<file path="config.mk">
export PLATFORM = sky130hd
export DESIGN_NAME = button_event
export DESIGN_NICKNAME = d
export VERILOG_FILES = /design/src/rtl/button_pkg.sv /design/src/rtl/sync_2ff.sv /design/src/rtl/button_event.sv
export SDC_FILE = /design/constraint.sdc
export NUM_CORES = 1
export LEC_CHECK = 0
export BUFFER_PORTS_ARGS = -buffer_cell sky130_fd_sc_hd__buf_2
export CORE_MARGIN = 1
export CORE_UTILIZATION = 40
export CTS_BUF_LIST = sky130_fd_sc_hd__clkbuf_4 sky130_fd_sc_hd__clkbuf_8
export DETAILED_ROUTE_END_ITERATION = 6
export GPL_TIMING_DRIVEN = 0
export HOLD_SLACK_MARGIN = 0.12
export SLEW_MARGIN = 20
export SYNTH_ARGS = -nofsm -noshare
export SYNTH_HDL_FRONTEND = slang
export SYNTH_HIERARCHICAL = 1
export SYNTH_SLANG_ARGS = --single-unit
</file>
<file path="constraint.sdc">
create_clock -name CLK -period 2.4 [get_ports CLK]
set_clock_uncertainty 0.1 [all_clocks]
set_input_delay 0.12 -clock CLK [delete_from_list [all_inputs] [get_ports CLK]]
set_output_delay 0.12 -clock CLK [all_outputs]
set_load 0.01 [all_outputs]
</file>
<file path="src/rtl/button_pkg.sv">
// button_pkg: shared types and limits for the button event block.
// Holds the FSM state enum and minimum-parameter constants.
package button_pkg;

  typedef enum logic [1:0] {
    IDLE    = 2'd0,
    PRESSED = 2'd1,
    LONG    = 2'd2
  } btn_state_t;

  localparam int unsigned MIN_LONG_CYCLES   = 2;
  localparam int unsigned MIN_REPEAT_CYCLES = 2;

  // True when a w-bit unsigned counter can hold v.
  function automatic bit cnt_fits(
    input int unsigned w,
    input int unsigned v
  );
    return (64'd1 << w) > 64'(v);
  endfunction

endpackage

</file>
<file path="src/rtl/sync_2ff.sv">
// sync_2ff: two-flop synchronizer for an asynchronous input.
// RST_VAL is loaded into both flops so reset yields a quiet level.
module sync_2ff #(
  parameter logic RST_VAL = 1'b0
) (
  input  logic clk,
  input  logic rst_n,
  input  logic d,
  output logic q
);

  logic meta;

  // Shift the raw input through two flops.
  always_ff @(posedge clk or negedge rst_n) begin
    if (!rst_n) begin
      meta <= RST_VAL;
      q    <= RST_VAL;
    end else begin
      meta <= d;
      q    <= meta;
    end
  end

endmodule

</file>
<file path="src/rtl/button_event.sv">
// button_event: press/release/long-press/repeat pulses from a button level.
// Repeat path is built only when BUTTON_REPEAT_EN is defined.
module button_event
  import button_pkg::*;
#(
  parameter bit          ACTIVE_LOW    = 1'b0,
  parameter int unsigned LONG_CYCLES   = 50_000_000,
  parameter int unsigned REPEAT_CYCLES = 10_000_000,
  parameter int unsigned CNT_W         = 26
) (
  input  logic CLK,
  input  logic RST_N,
  input  logic signal,
  output logic press,
  output logic release_pulse,
  output logic long_press,
  output logic repeat_pulse,
  output logic held
);

  if (LONG_CYCLES < MIN_LONG_CYCLES) begin : g_bad_long
    $error("LONG_CYCLES below minimum");
  end
  if (REPEAT_CYCLES < MIN_REPEAT_CYCLES) begin : g_bad_rep
    $error("REPEAT_CYCLES below minimum");
  end
  if (!cnt_fits(CNT_W, LONG_CYCLES)) begin : g_bad_wl
    $error("CNT_W too narrow for LONG_CYCLES");
  end
  if (!cnt_fits(CNT_W, REPEAT_CYCLES)) begin : g_bad_wr
    $error("CNT_W too narrow for REPEAT_CYCLES");
  end

  localparam logic [CNT_W-1:0] LONG_M1 = CNT_W'(LONG_CYCLES - 1);
`ifdef BUTTON_REPEAT_EN
  localparam logic [CNT_W-1:0] REP_M1  = CNT_W'(REPEAT_CYCLES - 1);
`endif

  logic             sync_q;
  logic             lvl;
  btn_state_t       state_q, state_d;
  logic [CNT_W-1:0] cnt_q, cnt_d;
  logic             press_d, rel_d, long_d, rep_d;

  sync_2ff #(
    .RST_VAL (ACTIVE_LOW)
  ) u_sync (
    .clk   (CLK),
    .rst_n (RST_N),
    .d     (signal),
    .q     (sync_q)
  );

  assign lvl = sync_q ^ ACTIVE_LOW;

  // Next state, hold counter and event pulses; release beats thresholds.
  always_comb begin
    state_d = state_q;
    cnt_d   = cnt_q;
    press_d = 1'b0;
    rel_d   = 1'b0;
    long_d  = 1'b0;
    rep_d   = 1'b0;
    unique case (state_q)
      IDLE: begin
        if (lvl) begin
          state_d = PRESSED;
          cnt_d   = '0;
          press_d = 1'b1;
        end
      end
      PRESSED: begin
        if (!lvl) begin
          state_d = IDLE;
          cnt_d   = '0;
          rel_d   = 1'b1;
        end else if (cnt_q == LONG_M1) begin
          state_d = LONG;
          cnt_d   = '0;
          long_d  = 1'b1;
        end else begin
          cnt_d = cnt_q + 1'b1;
        end
      end
      LONG: begin
        if (!lvl) begin
          state_d = IDLE;
          cnt_d   = '0;
          rel_d   = 1'b1;
        end else begin
`ifdef BUTTON_REPEAT_EN
          if (cnt_q == REP_M1) begin
            cnt_d = '0;
            rep_d = 1'b1;
          end else begin
            cnt_d = cnt_q + 1'b1;
          end
`else
          cnt_d = '0;
`endif
        end
      end
      default: begin
        state_d = IDLE;
        cnt_d   = '0;
      end
    endcase
  end

  // Register state, counter and all outputs.
  always_ff @(posedge CLK or negedge RST_N) begin
    if (!RST_N) begin
      state_q       <= IDLE;
      cnt_q         <= '0;
      press         <= 1'b0;
      release_pulse <= 1'b0;
      long_press    <= 1'b0;
      repeat_pulse  <= 1'b0;
      held          <= 1'b0;
    end else begin
      state_q       <= state_d;
      cnt_q         <= cnt_d;
      press         <= press_d;
      release_pulse <= rel_d;
      long_press    <= long_d;
      repeat_pulse  <= rep_d;
      held          <= (state_d != IDLE);
    end
  end

endmodule
</file>
=== Word level (Yosys, flattened, before mapping) ===
Cells that the tools add are included.

* Logic and storage cells: 32
* Input bits: 3
* Register bits after elaboration: 34

* Equality and inequality tests: 4
* Mux-type cells: 16
* Reduce and logical (&&, ||, !) cells: 3
* $add $sub $neg: 1

{| class="wikitable"
|+ Operator list
! operator !! count
|-
| 26-bit two-way mux || 3
|-
| 26-bit case mux with 2 select lines || 1
|-
| 26-bit by 1-bit adder with 26-bit output, second input constant || 1
|-
| 26-bit == test, second input constant || 1
|-
| 2-bit two-way mux || 4
|-
| 1-bit two-way mux || 7
|-
| 2-bit case mux with 3 select lines || 1
|-
| 2-bit by 1-bit == test with 1-bit output, second input constant || 1
|-
| 2-bit == test, second input constant || 1
|-
| 2-bit logical NOT || 1
|-
| 2-bit by 1-bit inequality test with 1-bit output, second input constant || 1
|-
| 2-bit nonzero test || 1
|-
| 2-bit OR reduction || 1
|}

=== Depth between registers and ports, before layout ===
Gate-level depths: netlist of run 1.

* Depth in word-level cells: 5
* Mapped depth: 9

=== Modules after synthesis ===
The synthesis of run 1 kept the hierarchy.

{| class="wikitable"
|+ Modules (own cells, without submodules)
! module !! area an instance (um2) !! seq. area each (um2) !! cells each !! times used
|-
| button_event || 1893.1 || 800.8 || 207 || 1
|-
| sync_2ff || 50.0 || 50.0 || 2 || 1
|}

=== Worst setup path before layout of run 1 ===
No wires, ideal clock.

* Kind: register to register
* From: register cnt_q[0]
* To: register cnt_q[21]
* Path buffers: 3
* Data arrival time: 1717 ps
* Setup slack: 459 ps
* Stages on the path, launching flop included: 10
* Cells stage by stage: dfrtp_1 > ha_1 > and3_1 > buf_2 > nand4_2 > o21ba_1 > buf_6 > buf_6 > a32oi_1 > nand2_1

* Word-level cells in the longest chain between the ends: 4
* Elaborated cells between the ends (all ways): 5

{| class="wikitable"
|+ RTL lines
! item !! line !! RTL
|-
| from (decl) || button_event.sv:42 || <nowiki>logic [CNT_W-1:0] cnt_q, cnt_d;</nowiki>
|-
| from (signal assigned) || button_event.sv:122 || <nowiki>cnt_q <= cnt_d;</nowiki>
|-
| 26-bit by 1-bit adder with 26-bit output or 26-bit == test (tied branches) || button_event.sv:82, button_event.sv:77 ||
|-
| 26-bit two-way mux (*) || button_event.sv:77 || <nowiki>end else if (cnt_q == LONG_M1) begin</nowiki>
|-
| 26-bit two-way mux (*) || button_event.sv:73 || <nowiki>if (!lvl) begin</nowiki>
|-
| 26-bit case mux with 2 select lines (*) || button_event.sv:64 || <nowiki>unique case (state_q)</nowiki>
|}

Mark *: on every way between the ends. The rest lies on a longest branch, timed or not.
A chain may end at the register's enable or synchronous reset.

=== Final worst setup path of run 1 ===
* From: register cnt_q[0]
* To: register cnt_q[15]

Same word-level chain as after synthesis.

==> results of run 1 <==
final timing paths:
path                            slack (ps)         end         from
worst max-delay path                   200   cnt_q[15]     cnt_q[0]
worst min-delay path                   260    u_sync/q  u_sync/meta
worst max register to register         200   cnt_q[15]     cnt_q[0]
worst min register to register         260    u_sync/q  u_sync/meta
max in group asynchronous             1370    cnt_q[5]        RST_N
min in group asynchronous              340  long_press        RST_N
critical path, delay by kind of cell (launching register included):
family,cells,cell delay (ps)
AOI/OAI and AO/OA,3,520
adders and majority gates,1,260
buffers and inverters,3,490
DFF,1,420
and+or+nand+nor,2,330
sequential cells by signal (all words and copies together) (netlist names):
register,cells
cnt_q,26
state_q,2
held,1
long_press,1
press,1
release_pulse,1
u_sync/meta,1
u_sync/q,1
layout by cell type, fill, tap and decap left out, types with 5 or more instances in the layout:
cell      netlist  layout
a21oi_1        15      15
a31oi_1        16      16
buf_2           2       8
clkbuf_8        0       6
dfrtp_1        34      34
ha_1            5       5
inv_1           7       7
nand2_1        19      19
nand3_1        11      11
nand4_1         7       7
nor2_1         10      10
nor3_1          5       5
o21ai_0        17      17
power breakdown:
part	leakage, uW	total [uW]	internal, uW	switching, uW
Sequential	0.000463	666	621	44.8
Combinational	0.000430	416	163	253
Clock	0.0000517	448	243	205
Total	0.000944	1530	1030	503
routing by layer:
| layer | track usage | up-vias |
|---|---|---|
| met2 | 0.287 | 23 |
| met1 | 0.272 | 769 |
| met4 | 0.0850 | 0 |
| met5 | 0 | - |
| met3 | 0.0338 | 7 |
| li1 | - | 801 |
logic make-up after synthesis:
group | synth area share
XOR/XNOR | 0.00902
other | 0.00193
AND/OR/NAND/NOR | 0.262
adder cells (fa/ha/maj) | 0.0322
buffers and inverters | 0.0605
AO/OA/AOI/OAI | 0.196
flip-flops | 0.438
final cells by class:
cell class,count,area (sq um),share of cell area
clock inverter,1,5.00,0.00232
sequential,34,851,0.395
inverter,7,26.3,0.0122
clock buffer,7,90.1,0.0418
buffer,12,91.3,0.0424
tap,52,65.1,0.0302
multi-input combinational,156,975,0.453
timing repair buffer,8,50.0,0.0232
through the flow:
| stage | cells | power [uW] | worst slack, ps | util |
|---|---|---|---|---|
| after floorplan | 209 | 967 | 459 | - |
| after global placement | 267 | 1090 | 188 | 0.453 |
| after detailed placement | 267 | 1090 | 192 | 0.453 |
| after CTS | 277 | 1550 | 178 | 0.478 |
| after global routing | 277 | 1630 | 48.0 | 0.478 |
| final | 277 | 1530 | 197 | 0.478 |
==> flow_metrics.env, run 1 <==
export IMPL_boundaryPins=8
export IMPL_ys_seq_area_frac=0.438
export IMPL_die_h_um=71.7
export IMPL_first_iter_violations=163
export IMPL_fin_crit_sh=0.918
export IMPL_worst_slew_pin_slew_ps=757
export IMPL_synth_largest_area_cell="dfrtp_1"
export IMPL_power_per_cell_area_nw_per_um2=710
export IMPL_die_w_um=71.7
export IMPL_cts_sinks=34
export IMPL_route_met2_wl_um=1890
export IMPL_fin_area_sq_um=2150
export IMPL_postCtsHoldBufs=2
export IMPL_h_tree_depth=2
export IMPL_grt_usage=0.192
export IMPL_synthDominantCellAreaShare=0.438
export IMPL_grt_max_degree=35
export IMPL_area_growth_pct=10.8
export IMPL_whs_ps=264
export IMPL_layout_nets=232
export IMPL_critPathRequiredTime_ps=2500
export IMPL_yosys_top_cells_area="dfrtp_1, a31oi_1, o21ai_0"
export IMPL_tns_ps=0
export IMPL_grt_pass1_vias=1563
export IMPL_clkLatencyLatePin_ps=280
export IMPL_vias=1600
export IMPL_gp_congestion=0.781
export IMPL_crit_path_cell_trace="ha_1 -> and3_1 -> buf_2 -> nand4_2 -> o21ba_1 -> buf_6 -> buf_6 -> a21oi_1 -> a31oi_1"
export IMPL_reg2regPathDepth=9
export IMPL_via_per_inst=5.78
export IMPL_highest_layer="met4"
export IMPL_critPathMaxStageDelay_ps=420
export IMPL_drive_above_1_share=0.156
export IMPL_crit_slowest_cell="dfrtp_1"
export IMPL_drc=0
export IMPL_start_util=0.431
export IMPL_ys_types=46
export IMPL_drt_first_pass_iters=4
export IMPL_rows=24
export IMPL_core_area_sq_um=4500
export IMPL_routed_wirelength_um=4290
export IMPL_min_path_cells=0
export IMPL_syn_nets=217
export IMPL_min_path_type="flip-flop to flip-flop"
export IMPL_clk_pin_slew_ps=70
export IMPL_die_area_sq_um=5140
export IMPL_critPathCaptureType="flip-flop"
export IMPL_final_setup_viol_count=0
export IMPL_postCtsSetupBuffers=0
export IMPL_drtAntennaViolNets=0
export IMPL_numCtsBuffers=5
export IMPL_diodes=0
export IMPL_clock_fmax_mhz=454
export IMPL_avgSynthCellArea_sq_um=9.30
export IMPL_placed_cell_area_sq_um=2040
export IMPL_met3WireLength_um=110
export IMPL_crit_fanout=10
export IMPL_grt_pass1_wl_um=7590
export IMPL_synthFlopType="dfrtp_1"
export IMPL_synth_edff_count=0
export IMPL_critPathLaunchType="flip-flop"
export IMPL_synthArstFlopShare=1.00
export IMPL_cts_resized=0
export IMPL_netlist_area_sq_um=1940
export IMPL_fill_cells=434
export IMPL_cts_buffer_depth=2
export IMPL_outcome="completed"
export IMPL_synth_common_cells="dfrtp_1, nand2_1, o21ai_0, a31oi_1, a21oi_1"
export IMPL_syn_inst=209
export IMPL_fin_crit_ps=2200
export IMPL_wire_per_inst_um=15.5
export IMPL_synth_most_common_cell="dfrtp_1"
export IMPL_routedLengthMet1_um=2220
export IMPL_cts_tree="done"
export IMPL_grt_overflow=0
export IMPL_cellLeakagePower_uw=0.000944
export IMPL_place_detailed_hpwl_um=2920
export IMPL_vdd_ir_drop_worst_v=0.000474
export IMPL_grt_antenna_before_repair=0
export IMPL_cpMostUsedCell="buf_6"
export IMPL_hold_viol=0
export IMPL_io_buffers=6
export IMPL_crit_type="flip-flop to flip-flop"
export IMPL_slew_headroom=0.495
export IMPL_slew_viol_final=0
export IMPL_cp_data_arrival_time_ps=2310
export IMPL_maxCapViolCount=0
export IMPL_ys_ff_latch=34
export IMPL_ys_warnings_count=6
export IMPL_root_buffer="clkbuf_8"
export IMPL_rsz0062_at_grt="no"
Note: power is estimated with default switching activity, not from simulation.
==> run 2, diff against run 1 <==
--- a/config.mk
+++ b/config.mk
@@ -5,6 +5,7 @@
 export SDC_FILE = /design/constraint.sdc
 export NUM_CORES = 1
 export LEC_CHECK = 0
+export ABC_AREA = 1
 export BUFFER_PORTS_ARGS = -buffer_cell sky130_fd_sc_hd__buf_2
 export CORE_MARGIN = 1
 export CORE_UTILIZATION = 40
==> run 2 against run 1 <==
Compared with the run above:
- count of clock-buffer cells in the layout down 1
- final cell count up 28%
- combinational power down 25%
- global-route usage down 1.1 points
- core utilization down 0.32 points
- register-to-register slack better by 410 ps
- highest routed layer unchanged
- largest power group unchanged
- largest cell class unchanged
- fmax up 23%
- total power down 7.4%
- first-iteration DRC count down 39%
==> flow_metrics.env, run 2 <==
export IMPL_synthArstFlopShare=1.00
export IMPL_syn_nets=280
export IMPL_combPwrFrac=0.221
export IMPL_cp_data_arrival_time_ps=1910
export IMPL_netlist_area_sq_um=2070
export IMPL_clk_pin_slew_ps=80
export IMPL_grt_pass1_vias=1615
export IMPL_synth_largest_area_cell="dfrtp_1"
export IMPL_worst_slew_pin_slew_ps=767
export IMPL_reg_top3="cnt_q: 26 flops, state_q: 2 flops"
export IMPL_fin_crit_ps=1790
export IMPL_die_h_um=74.0
export IMPL_synth_common_cells="nand2_1, inv_1, dfrtp_1, nor2_1, nand3_1"
export IMPL_gp_congestion=0.835
export IMPL_critPathTopFamily="simple AND/OR/NAND/NOR gates"
export IMPL_avgSynthCellArea_sq_um=7.62
export IMPL_synthDominantCellAreaShare=0.410
export IMPL_crit_path_cell_trace="ha_1 -> nand3_2 -> nor2_1 -> nand2_1 -> nand3_2 -> nand2_1 -> clkinv_1 -> nor2_1"
export IMPL_cellLeakagePower_uw=0.00111
export IMPL_critPathRequiredTime_ps=2520
export IMPL_drive_above_1_share=0.132
export IMPL_place_detailed_hpwl_um=3210
export IMPL_vdd_ir_drop_worst_v=0.000424
export IMPL_boundaryPins=8
export IMPL_h_tree_depth=2
export IMPL_rsz0062_at_grt="no"
export IMPL_io_buffers=6
export IMPL_grt_pass1_wl_um=7360
export IMPL_layout_nets=295
export IMPL_crit_slowest_cell="dfrtp_1"
export IMPL_routedLengthMet1_um=2160
export IMPL_layout_commonest_cell="nand2_1"
export IMPL_p_sw_uw=469
export IMPL_dp_cells=345
export IMPL_clkLatencyLatePin_ps=280
export IMPL_p_int_uw=947
export IMPL_drc=0
export IMPL_vias=1679
export IMPL_met3WireLength_um=161
export IMPL_syn_inst=272
export IMPL_rows=25
export IMPL_grt_antenna_before_repair=0
export IMPL_ys_seq_area_frac=0.410
export IMPL_outcome="completed"
export IMPL_seq_power_share=0.464
export IMPL_r2r_end="cnt_q[5]"
export IMPL_synthFlopType="dfrtp_1"
export IMPL_start_util=0.428
export IMPL_tns_ps=0
export IMPL_reg2regPathDepth=8
export IMPL_synth_edff_count=0
export IMPL_cts_tree="done"
export IMPL_layout_common_cells="nand2_1, inv_1, dfrtp_1"
export IMPL_critPathMaxStageDelay_ps=410
export IMPL_grt_max_degree=35
export IMPL_fin_cells=355
export IMPL_numCtsBuffers=5
export IMPL_via_per_inst=4.73
export IMPL_yosys_top_cells_area="dfrtp_1, nand2_1, inv_1"
export IMPL_routed_wirelength_um=4340
export IMPL_rrSetupSlack_ps=610
export IMPL_grt_overflow=0
export IMPL_postCtsSetupBuffers=0
export IMPL_critPathCaptureType="flip-flop"
export IMPL_die_w_um=74.0
export IMPL_critPathLaunchType="flip-flop"
export IMPL_crit_type="flip-flop to flip-flop"
export IMPL_crit_fanout=6
export IMPL_drtAntennaViolNets=0
export IMPL_area_growth_pct=11.0
export IMPL_highest_layer="met4"
export IMPL_min_path_type="flip-flop to flip-flop"
export IMPL_ys_types=31
export IMPL_path_buf_inv=1
export IMPL_placed_cell_area_sq_um=2190
export IMPL_largest_register_ffs=26
export IMPL_diodes=0
export IMPL_cts_sinks=34
export IMPL_core_area_sq_um=4850
export IMPL_switching_share=0.331
export IMPL_fin_crit_sh=0.747
export IMPL_synth_most_common_cell="nand2_1"
export IMPL_pwr_share_clk=0.315
export IMPL_regMostFlops="cnt_q"
export IMPL_hold_viol=0
export IMPL_ys_warnings_count=6
export IMPL_route_met2_wl_um=1990
export IMPL_maxCapViolCount=0
export IMPL_power_per_cell_area_nw_per_um2=615
export IMPL_drt_first_pass_iters=4
export IMPL_r2r_start="cnt_q[0]"
export IMPL_first_iter_violations=99
export IMPL_wire_per_inst_um=12.2
export IMPL_ys_ff_latch=34
export IMPL_min_from="u_sync/meta"
export IMPL_min_path_cells=0
export IMPL_slew_viol_final=0
export IMPL_slew_headroom=0.488
export IMPL_clock_fmax_mhz=558
export IMPL_root_buffer="clkbuf_8"
export IMPL_worst_hold_path_endpoint="u_sync/q"
export IMPL_final_setup_viol_count=0
export IMPL_grt_usage=0.181
export IMPL_fin_area_sq_um=2300
export IMPL_die_area_sq_um=5480
export IMPL_cts_buffer_depth=2
## run 2: cell count changes after synthesis, moves of 8 or more
cell	before	now
xor2_1	1	11
o21ai_0	17	9
a21oi_1	15	3
nand2_1	19	70
nor2_1	10	32
a31oi_1	16	0
inv_1	7	38
## run 2: per-stage QoR
stage	util	setup WS, ps	power (uW)	hold slack [ps]
2_1_floorplan	-	839	874	-276
3_3_place_gp	0.451	625	982	129
3_5_place_dp	0.451	601	982	131
4_1_cts	0.475	579	1440	268
5_1_grt	0.475	469	1510	273
6_report	0.475	608	1420	260
## run 2: cell type report
cell class / count / area, sq um
Clock buffer: 6 / 82.6
Fill cell: 461 / 2550
Timing Repair Buffer: 8 / 50.0
Buffer: 5 / 28.8
Inverter: 41 / 154
Clock inverter: 2 / 12.5
Sequential cell: 34 / 851
Multi-Input combinational cell: 192 / 1040
Tap cell: 67 / 83.8
## run 2: kinds of logic (layout without fill, tap and decap cells)
logic type,count (synthesis),after routing,share of synthesized area
compound gates,23,23,0.0616
fa+ha+maj,5,5,0.0302
simple gates,149,149,0.349
buf+inv,46,62,0.0881
xor+xnor,14,14,0.0591
other cells,1,1,0.00181
flops,34,34,0.410
## run 2: timing repair
item | CTS | global route
gates resized for setup | 0 | 0
hold endpoints to repair | 35 | 0
hold buffers | 2 | 0
## run 2: worst max-delay path by stage
stage / depth (start not counted) / endpoint / slack [ps] / startpoint
after global routing: 10 / cnt_q[22] / 470 / cnt_q[1]
after global placement: 8 / cnt_q[3] / 630 / cnt_q[0]
after CTS: 8 / cnt_q[5] / 580 / cnt_q[1]
after detailed placement: 8 / cnt_q[5] / 600 / cnt_q[1]
after floorplan: 10 / cnt_q[22] / 840 / cnt_q[1]
final: 8 / cnt_q[5] / 610 / cnt_q[0]
## run 2: power by group through the flow
stage / clock network, uW / logic [uW] / registers, uW
4_1_cts: 464 / 318 / 656
3_5_place_dp: 0 / 314 / 668
5_1_grt: 488 / 358 / 662
3_3_place_gp: 0 / 316 / 667
6_report: 447 / 313 / 657
2_1_floorplan: 0 / 204 / 671
## run 2: metal layers
metal,vias up,global-route usage
met5,-,0
met4,0,0.0513
met3,2,0.0447
met2,34,0.292
met1,759,0.241
li1,884,-
